===== src/rtl/hash_row_pe_dispatcher_pkg.sv =====
// Shared widths, FSM encodings and job helpers for the hash row PE dispatcher.
// The optional perf counters are controlled by HASH_DISPATCH_PERF_CNT_EN in the top.
package hash_row_pe_dispatcher_pkg;

  localparam int HASH_ISSUE_WIDTH      = 4;
  localparam int HASH_ISSUE_WIDTH_LOG2 = 2;
  localparam int ADDR_WIDTH            = 16;
  localparam int META_MATCH_LEN_WIDTH  = 5;
  localparam int JOB_W = 2*ADDR_WIDTH + META_MATCH_LEN_WIDTH + 1 + 8;

  localparam logic [1:0] DISP_S_IDLE  = 2'd0;
  localparam logic [1:0] DISP_S_ISSUE = 2'd1;
  localparam logic [1:0] DISP_S_DRAIN = 2'd2;

  localparam logic [HASH_ISSUE_WIDTH-1:0] SLOT_ONE = HASH_ISSUE_WIDTH'(1);

  typedef logic [HASH_ISSUE_WIDTH_LOG2-1:0] slot_idx_t;

  typedef struct packed {
    logic [ADDR_WIDTH-1:0]           head_addr;
    logic [ADDR_WIDTH-1:0]           history_addr;
    logic [META_MATCH_LEN_WIDTH-1:0] meta_match_len;
    logic                            meta_match_can_ext;
    logic [7:0]                      data;
  } job_t;

  function automatic slot_idx_t lowest_slot(input logic [HASH_ISSUE_WIDTH-1:0] mask);
    lowest_slot = '0;
    for (int i = HASH_ISSUE_WIDTH-1; i >= 0; i--) begin
      if (mask[i]) lowest_slot = slot_idx_t'(i);
    end
  endfunction

  // Slot head address wraps modulo 2^ADDR_WIDTH by construction.
  function automatic job_t build_job(
    input logic [ADDR_WIDTH-1:0]                            head,
    input logic [HASH_ISSUE_WIDTH*ADDR_WIDTH-1:0]           hist,
    input logic [HASH_ISSUE_WIDTH*META_MATCH_LEN_WIDTH-1:0] meta,
    input logic [HASH_ISSUE_WIDTH-1:0]                      can_ext,
    input logic [HASH_ISSUE_WIDTH*8-1:0]                    data,
    input slot_idx_t                                        slot
  );
    job_t j;
    j.head_addr          = head + ADDR_WIDTH'(slot);
    j.history_addr       = hist[slot*ADDR_WIDTH +: ADDR_WIDTH];
    j.meta_match_len     = meta[slot*META_MATCH_LEN_WIDTH +: META_MATCH_LEN_WIDTH];
    j.meta_match_can_ext = can_ext[slot];
    j.data               = data[slot*8 +: 8];
    return j;
  endfunction

endpackage


===== src/rtl/hash_row_pe_dispatcher_rr_pick.sv =====
// Combinational round-robin picker: first set bit of ready searching cyclically from ptr.
// When nothing is ready, found=0 and idx=ptr.
module hash_row_pe_dispatcher_rr_pick #(
  parameter int N     = 4,
  parameter int IDX_W = 2
) (
  input  logic [N-1:0]     ready,
  input  logic [IDX_W-1:0] ptr,
  output logic             found,
  output logic [IDX_W-1:0] idx
);

  logic [IDX_W:0] cand;

  // Walk offsets from the far end so the nearest ready index wins last.
  always_comb begin
    found = 1'b0;
    idx   = ptr;
    cand  = '0;
    for (int i = N-1; i >= 0; i--) begin
      cand = {1'b0, ptr} + (IDX_W+1)'(i);
      if (cand >= (IDX_W+1)'(N)) cand = cand - (IDX_W+1)'(N);
      if (ready[cand[IDX_W-1:0]]) begin
        found = 1'b1;
        idx   = cand[IDX_W-1:0];
      end
    end
  end

endmodule


===== src/rtl/hash_row_pe_dispatcher.sv =====
// Serializes valid history slots of a hash row into single-candidate jobs, round-robin over
// NUM_PE match PEs, and drains on delimited rows. Optional macro: HASH_DISPATCH_PERF_CNT_EN.
module hash_row_pe_dispatcher
  import hash_row_pe_dispatcher_pkg::*;
#(
  parameter int NUM_PE      = 4,
  parameter int NUM_PE_LOG2 = 2
) (
  input  logic                                            clk,
  input  logic                                            rst_n,
  input  logic                                            row_valid,
  input  logic [ADDR_WIDTH-1:0]                           row_head_addr,
  input  logic [HASH_ISSUE_WIDTH-1:0]                     row_history_valid,
  input  logic [HASH_ISSUE_WIDTH*ADDR_WIDTH-1:0]           row_history_addr,
  input  logic [HASH_ISSUE_WIDTH*META_MATCH_LEN_WIDTH-1:0] row_meta_match_len,
  input  logic [HASH_ISSUE_WIDTH-1:0]                     row_meta_match_can_ext,
  input  logic [HASH_ISSUE_WIDTH*8-1:0]                   row_data,
  input  logic                                            row_delim,
  output logic                                            row_ready,
  output logic [NUM_PE-1:0]                               job_valid,
  input  logic [NUM_PE-1:0]                               job_ready,
  output logic [ADDR_WIDTH-1:0]                           job_head_addr,
  output logic [ADDR_WIDTH-1:0]                           job_history_addr,
  output logic [META_MATCH_LEN_WIDTH-1:0]                 job_meta_match_len,
  output logic                                            job_meta_match_can_ext,
  output logic [7:0]                                      job_data,
  input  logic [NUM_PE-1:0]                               pe_idle,
  output logic                                            done_valid,
  input  logic                                            done_ready,
  output logic [1:0]                                      dbg_state
`ifdef HASH_DISPATCH_PERF_CNT_EN
  ,
  output logic [31:0]                                     perf_stall_cycles,
  output logic [31:0]                                     perf_jobs
`endif
);

  // Handshakes: a transfer happens on a rising clk edge where valid and ready are both high.
  // valid, once raised, holds with a stable payload until that transfer; valid never depends
  // combinationally on ready, and ready may change freely.

  logic [1:0]                                      state_q, state_d;
  logic                                            row_ready_q, row_ready_d;
  logic [NUM_PE-1:0]                               job_valid_q, job_valid_d;
  logic [NUM_PE_LOG2-1:0]                          tgt_q, tgt_d;
  logic [NUM_PE_LOG2-1:0]                          rr_ptr_q, rr_ptr_d;
  logic [HASH_ISSUE_WIDTH-1:0]                     mask_q, mask_d;
  slot_idx_t                                       slot_q, slot_d;
  logic                                            delim_q, delim_d;
  logic                                            done_valid_q, done_valid_d;
  logic                                            idle_seen_q, idle_seen_d;
  logic [ADDR_WIDTH-1:0]                           head_q, head_d;
  logic [HASH_ISSUE_WIDTH*ADDR_WIDTH-1:0]           hist_q, hist_d;
  logic [HASH_ISSUE_WIDTH*META_MATCH_LEN_WIDTH-1:0] meta_q, meta_d;
  logic [HASH_ISSUE_WIDTH-1:0]                     can_ext_q, can_ext_d;
  logic [HASH_ISSUE_WIDTH*8-1:0]                   data_q, data_d;
  job_t                                            job_q, job_d;

  logic                        accept;
  logic                        job_hs;
  logic                        done_hs;
  logic                        all_idle;
  logic [NUM_PE_LOG2-1:0]      next_ptr;
  logic [NUM_PE_LOG2-1:0]      pick_ptr;
  logic                        pick_found;
  logic [NUM_PE_LOG2-1:0]      pick_idx;
  logic [NUM_PE_LOG2-1:0]      tgt_sel;
  logic [HASH_ISSUE_WIDTH-1:0] mask_rem;

  assign accept   = row_ready_q & row_valid;
  assign job_hs   = |(job_valid_q & job_ready);
  assign done_hs  = done_valid_q & done_ready;
  assign all_idle = &pe_idle;
  assign next_ptr = (tgt_q == NUM_PE_LOG2'(NUM_PE-1)) ? '0 : tgt_q + 1'b1;
  // A job loaded on the handshake cycle is searched from the post-handshake pointer.
  assign pick_ptr = job_hs ? next_ptr : rr_ptr_q;
  assign tgt_sel  = pick_found ? pick_idx : pick_ptr;
  assign mask_rem = mask_q & ~(SLOT_ONE << slot_q);

  hash_row_pe_dispatcher_rr_pick #(
    .N     (NUM_PE),
    .IDX_W (NUM_PE_LOG2)
  ) u_rr_pick (
    .ready (job_ready),
    .ptr   (pick_ptr),
    .found (pick_found),
    .idx   (pick_idx)
  );

  always_comb begin
    state_d      = state_q;
    job_valid_d  = job_valid_q;
    tgt_d        = tgt_q;
    rr_ptr_d     = rr_ptr_q;
    mask_d       = mask_q;
    slot_d       = slot_q;
    delim_d      = delim_q;
    done_valid_d = done_valid_q;
    idle_seen_d  = 1'b0;
    head_d       = head_q;
    hist_d       = hist_q;
    meta_d       = meta_q;
    can_ext_d    = can_ext_q;
    data_d       = data_q;
    job_d        = job_q;

    case (state_q)
      DISP_S_IDLE: begin
        if (accept) begin
          head_d    = row_head_addr;
          hist_d    = row_history_addr;
          meta_d    = row_meta_match_len;
          can_ext_d = row_meta_match_can_ext;
          data_d    = row_data;
          mask_d    = row_history_valid;
          delim_d   = row_delim;
          if (row_history_valid != '0) begin
            slot_d      = lowest_slot(row_history_valid);
            job_d       = build_job(row_head_addr, row_history_addr, row_meta_match_len,
                                    row_meta_match_can_ext, row_data,
                                    lowest_slot(row_history_valid));
            job_valid_d          = '0;
            job_valid_d[tgt_sel] = 1'b1;
            tgt_d       = tgt_sel;
            state_d     = DISP_S_ISSUE;
          end else if (row_delim) begin
            state_d = DISP_S_DRAIN;
          end
        end
      end
      DISP_S_ISSUE: begin
        if (job_hs) begin
          rr_ptr_d = next_ptr;
          mask_d   = mask_rem;
          if (mask_rem != '0) begin
            slot_d      = lowest_slot(mask_rem);
            job_d       = build_job(head_q, hist_q, meta_q, can_ext_q, data_q,
                                    lowest_slot(mask_rem));
            job_valid_d          = '0;
            job_valid_d[tgt_sel] = 1'b1;
            tgt_d       = tgt_sel;
          end else begin
            job_valid_d = '0;
            state_d     = delim_q ? DISP_S_DRAIN : DISP_S_IDLE;
          end
        end
      end
      DISP_S_DRAIN: begin
        // PEs may still report idle the cycle after taking the last job, so require
        // one full registered cycle of all-idle before signalling done.
        idle_seen_d = all_idle & ~done_hs;
        if (done_hs) begin
          done_valid_d = 1'b0;
          state_d      = DISP_S_IDLE;
        end else if (idle_seen_q && all_idle) begin
          done_valid_d = 1'b1;
        end
      end
      default: begin
        state_d      = DISP_S_IDLE;
        job_valid_d  = '0;
        done_valid_d = 1'b0;
      end
    endcase

    row_ready_d = (state_d == DISP_S_IDLE);
  end

  always_ff @(posedge clk or negedge rst_n) begin
    if (!rst_n) begin
      state_q      <= DISP_S_IDLE;
      row_ready_q  <= 1'b0;
      job_valid_q  <= '0;
      tgt_q        <= '0;
      rr_ptr_q     <= '0;
      mask_q       <= '0;
      slot_q       <= '0;
      delim_q      <= 1'b0;
      done_valid_q <= 1'b0;
      idle_seen_q  <= 1'b0;
      head_q       <= '0;
      hist_q       <= '0;
      meta_q       <= '0;
      can_ext_q    <= '0;
      data_q       <= '0;
      job_q        <= '0;
    end else begin
      state_q      <= state_d;
      row_ready_q  <= row_ready_d;
      job_valid_q  <= job_valid_d;
      tgt_q        <= tgt_d;
      rr_ptr_q     <= rr_ptr_d;
      mask_q       <= mask_d;
      slot_q       <= slot_d;
      delim_q      <= delim_d;
      done_valid_q <= done_valid_d;
      idle_seen_q  <= idle_seen_d;
      head_q       <= head_d;
      hist_q       <= hist_d;
      meta_q       <= meta_d;
      can_ext_q    <= can_ext_d;
      data_q       <= data_d;
      job_q        <= job_d;
    end
  end

  assign row_ready              = row_ready_q;
  assign job_valid              = job_valid_q;
  assign job_head_addr          = job_q.head_addr;
  assign job_history_addr       = job_q.history_addr;
  assign job_meta_match_len     = job_q.meta_match_len;
  assign job_meta_match_can_ext = job_q.meta_match_can_ext;
  assign job_data               = job_q.data;
  assign done_valid             = done_valid_q;
  assign dbg_state              = state_q;

`ifdef HASH_DISPATCH_PERF_CNT_EN
  logic [31:0] perf_stall_q, perf_stall_d;
  logic [31:0] perf_jobs_q, perf_jobs_d;

  always_comb begin
    perf_stall_d = perf_stall_q;
    perf_jobs_d  = perf_jobs_q;
    if ((job_valid_q != '0) && !job_hs && (perf_stall_q != '1)) perf_stall_d = perf_stall_q + 1'b1;
    if (job_hs && (perf_jobs_q != '1)) perf_jobs_d = perf_jobs_q + 1'b1;
  end

  always_ff @(posedge clk or negedge rst_n) begin
    if (!rst_n) begin
      perf_stall_q <= '0;
      perf_jobs_q  <= '0;
    end else begin
      perf_stall_q <= perf_stall_d;
      perf_jobs_q  <= perf_jobs_d;
    end
  end

  assign perf_stall_cycles = perf_stall_q;
  assign perf_jobs         = perf_jobs_q;
`endif

endmodule


===== config.mk =====
export PLATFORM = sky130hd
export DESIGN_NAME = hash_row_pe_dispatcher
export DESIGN_NICKNAME = d
export VERILOG_FILES = /design/src/rtl/hash_row_pe_dispatcher_pkg.sv /design/src/rtl/hash_row_pe_dispatcher_rr_pick.sv /design/src/rtl/hash_row_pe_dispatcher.sv
export SDC_FILE = /design/constraint.sdc
export NUM_CORES = 1
export LEC_CHECK = 0
export CAP_MARGIN = 40
export CORE_UTILIZATION = 28
export CTS_CLUSTER_SIZE = 30
export DETAILED_ROUTE_END_ITERATION = 10
export HOLD_SLACK_MARGIN = 0.03
export PLACE_DENSITY_LB_ADDON = 0.3
export SLEW_MARGIN = 25
export SYNTH_ARGS = -nofsm -noshare
export SYNTH_HDL_FRONTEND = slang
export SYNTH_HIERARCHICAL = 1
export SYNTH_SLANG_ARGS = --single-unit

===== constraint.sdc =====
create_clock -name clk -period 3.7 [get_ports clk]
set_input_delay 1.11 -clock clk [delete_from_list [all_inputs] [get_ports clk]]
set_output_delay 1.11 -clock clk [all_outputs]
set_load 0.05 [all_outputs]

==> results list <==
- Root buf cell: clkbuf_16
- Gate power share: 50.7%
* Violation count after the first detailed-routing iteration: 467
- After detailed routing, the met3 layer carries 2080 um of wire.
- Vert. Die Dim: 197 um
* RePlAce Congestion: 0.865
* Type of the most critical hold path: reg -> reg
- Initial cell density of the core: between 20% and 30%
- The later pin in the worst-skew pair is clocked with a latency of between 0.5 and 0.6 ns.
- Finish-stage setup viols: 0
* Global router's overall resource usage: 17.2%
* Vias in the first global route: 9028
* Post-detailed-route DRC marker count: 0
- For this block, wires on met1 add up to 15400 um.
- Static Leak: 5.99 nW
* Largest driver fanout on the critical path: 3
- Once detail routing completed, the nets flagged for antenna violations numbered 0.
- Average cell area after synthesis: 10.6 um2
- First drt pass iteration count: 5
- Counting every sink on the clock net gives 202.
- Count of vias placed by the detailed router: 8879
- Cts bufs inserted: 26
- Together, buffers and inverters on the worst path number 1.
- Multi-input logic area: 0.00524 mm2
* Global-route wire length before repair: 52100 um
- HPWL after DPL: 21900 um
* EDFF count, synth: 0
- The final hold violation count was 0.
* Hold-fix buffer count after cts: 0
- At the worst endpoint, the required time is 4.13 ns.
* Commonest non-fill, non-tap cell in the layout: clkdlybuf4s50_1
- Summed over all nets, the switching power comes to 5.65 mW.
- Using the TritonRoute via totals, the vias-per-cell ratio works out to about 5.1.
- Die Area: between 0.03 and 0.04 mm2
- Port buffer count: between 200 and 250
* Unique cell type count in the Yosys netlist: 61
- Cell with the largest stage delay on the worst path: or4_1
- Maximum number of pins on one net before global-route repair: 69
* Setup TNS: 0 ns
- Leading cell types in the layout, fill and taps excluded: 205 x clkdlybuf4s50_1, 202 x dfrtp_1, 191 x nand2_1
- After clock tree synthesis, the clock-pin slew on the worst setup and hold paths is 0.06 ns.
* Maximum clock insertion buffer count: 3
* # Post-CTS Setup Buffers: 0
- The critical path is of the in -> reg type.
* Filler Cell Count: approximately 3800
* Category of cells accounting for the largest share of critical-path delay: simple AND/OR/NAND/NOR gates
* FMAX: 312 MHz
* Ranking of synthesized cells by area: dfrtp_1 48%, mux2_2 15%, nand2_1 6.7%
- Launch point of the worst hold path: job_head_addr[7]
* Largest stage delay, worst path: 0.50 ns
- Across the whole layout, storage elements account for 0.00505 mm2.
* CTS tree: built
- Net switching is about two fifths of the power.
* RSZ-0062 raised after global routing: false
* Internal cell power: 7.82 mW
* Fin crit share: a little under 90%
- Sequential share of power: between 30% and 40%
* Final net count: 1368
* Top routing layer in use: met5
- In the final routed layout, each cell accounts on average for between 15 and 20 um.
* Gates resized, CTS repair: 0
- Max-cap violations in this run came to 0.
- The Yosys step of the flow raised 6 warnings.
- The initialized floorplan defines 71 standard-cell rows.
- Area share of the largest cell type after synthesis: roughly 48%
* Worst VDD drop: 0.402 mV
- In the synthesized netlist the dominant register cell turns out to be dfrtp_1.
- Hold slack final: 0.476 ns
- The die is 197 um wide.
- Crit path capture type: register
- 207 I/O pins were placed.
* Number of instances in the synthesized netlist: 1005
* Run status: complete, no violations
- Launching instance or port of the critical path: job_ready[0]
- The initial antenna violation count came to 4.
* Fraction of registers with async set/reset: 100%
* Crit-path cells: clkdlybuf4s50_1 -> a22o_1 -> or2_2 -> mux2_2 -> and2b_2 -> or4_1 -> nand2_1 -> nand2b_1 -> o21ai_0 -> a32o_1
- Total power divided by cell area: 934 mW/mm2
- Slew HR: 48.7%
- The worst path in the final design needs a cycle of 3.21 ns, including I/O delays and setup.
- At the worst endpoint, the arrival time is 3.64 ns.
* Actual transition at the worst max-transition pin: 0.768 ns
- Cells with a size suffix above 1 make up 19.9% of the layout.
- Remaining Overflow, GRT: 0
- The clock network accounts for 19.2% of the total power.
- Compared with the post-synthesis result, the final layout area differs by 35.6%.
* Number of H-tree branching levels: 1
- Reg2Reg Launch Point: slot_q[0]
- Sequential elements use 47.6% of the synthesized area.
- The total area inside the core boundary comes to between 0.03 and 0.04 mm2.
- DRT Wirelength: 33400 um
- The number of nets in the synthesized netlist is 1165.
- Max-slew violation count: 0
* Met2 WL post-DR: between 10000 and 15000 um
* Startpoint class of the critical path: primary input
- The synthesized netlist occupies a cell area of 0.0106 mm2.
* Post-Route Skew: 0.0186 ns
- Flip-flop and latch count after synthesis: 202
* Yosys top cell by area: dfrtp_1
## area by class of cell
cell class	count	area share, %
Inverter	11	0.287
Antenna cell	3	0.0521
Clock inverter	8	0.764
Multi-Input combinational cell	720	36.4
Sequential cell	202	35.1
Timing Repair Buffer	247	17.6
Tap cell	511	4.44
Clock buffer	38	5.38
## per-stage QoR
stage	instance area, um2	cells	total power, mW	setup slack, ns	utilization (%)
6_report	14400	1740	13.5	0.492	38.4
5_1_grt	14400	1737	14.4	0.420	38.4
4_1_cts	14400	1736	13.6	0.538	38.4
3_5_place_dp	13500	1690	11.0	-0.0455	36.0
3_3_place_gp	13400	1687	10.7	-0.0273	35.9
2_1_floorplan	10600	1005	8.55	0.422	-
## Yosys cell counts (2+ instances only)
cell type,n
and3_1,30
nor2_1,20
xnor2_1,9
mux2i_1,37
ha_1,5
nand3b_1,2
o21ai_1,4
a32o_1,32
nor3_1,9
o31ai_1,30
buf_4,3
mux2_2,143
nand3_1,24
inv_1,10
fa_1,2
o2bb2ai_1,2
a2bb2oi_1,2
or4_1,3
nand2_1,191
and2b_2,2
o211ai_1,2
xor2_1,14
nand2b_1,2
a21oi_1,13
dfrtp_1,202
buf_1,2
a22o_1,2
o21ai_0,24
buf_6,4
a32oi_1,17
a211oi_1,13
o21bai_1,2
a21boi_0,13
nand4_1,11
o31a_1,5
nor4_1,12
nor2b_1,4
buf_2,32
clkbuf_1,31
a31oi_1,19
## kinds of logic (layout without fill, tap and decap cells)
kind of cell / after synthesis / in the layout / synth area share, %
flops: 202 / 202 / 47.6
fa+ha+maj: 7 / 7 / 0.965
xor+xnor: 23 / 23 / 1.90
simple gates: 319 / 319 / 13.7
buf+inv: 83 / 304 / 3.70
mux: 180 / 180 / 18.6
compound gates: 191 / 191 / 13.6
other cells: 0 / 3 / 0
## worst paths after layout
check | end | slack, ns | cells after the start
worst max-delay path | job_valid[0] | 0.49 | 10
worst min-delay path | job_head_addr[7] | 0.48 | 2
worst max register to register | job_history_addr[9] | 0.84 | 7
worst min register to register | job_head_addr[7] | 0.48 | 2
max in group asynchronous | head_q[11] | 2.30 | 2
min in group asynchronous | hist_q[5] | 0.55 | 1
## power groups by stage
stage          sequential, mW  clock [mW]  combinational (mW)
2_1_floorplan            4.80           0                3.75
3_3_place_gp             4.06           0                6.69
3_5_place_dp             4.08           0                6.88
4_1_cts                  4.05        2.68                6.90
5_1_grt                  4.20        2.76                7.40
6_report                 4.04        2.59                6.83
## routing by layer
layer / up-vias / global-route usage, %
li1: 4102 / -
met2: 276 / 26.8
met4: 4 / 5.91
met3: 74 / 3.32
met5: - / 0
met1: 4423 / 23.7
## registers in the layout, indices dropped and copies added, names as in the netlist, 2 cells and up
name / cells
hist_q: 64
data_q: 32
meta_q: 20
head_q: 16
job_head_addr: 16
job_history_addr: 16
job_data: 8
job_meta_match_len: 5
can_ext_q: 4
job_valid: 4
mask_q: 4
dbg_state: 2
rr_ptr_q: 2
slot_q: 2
tgt_q: 2
## worst register-to-register path, cell delays in order, from the launching register on
cell	delay (ns)
dfrtp_1	0.50
mux2_2	0.37
o32a_2	0.20
inv_2	0.09
buf_4	0.41
nand2_1	0.58
o31ai_1	0.48
o31ai_1	0.11
Note: power is estimated with default switching activity, not from simulation.
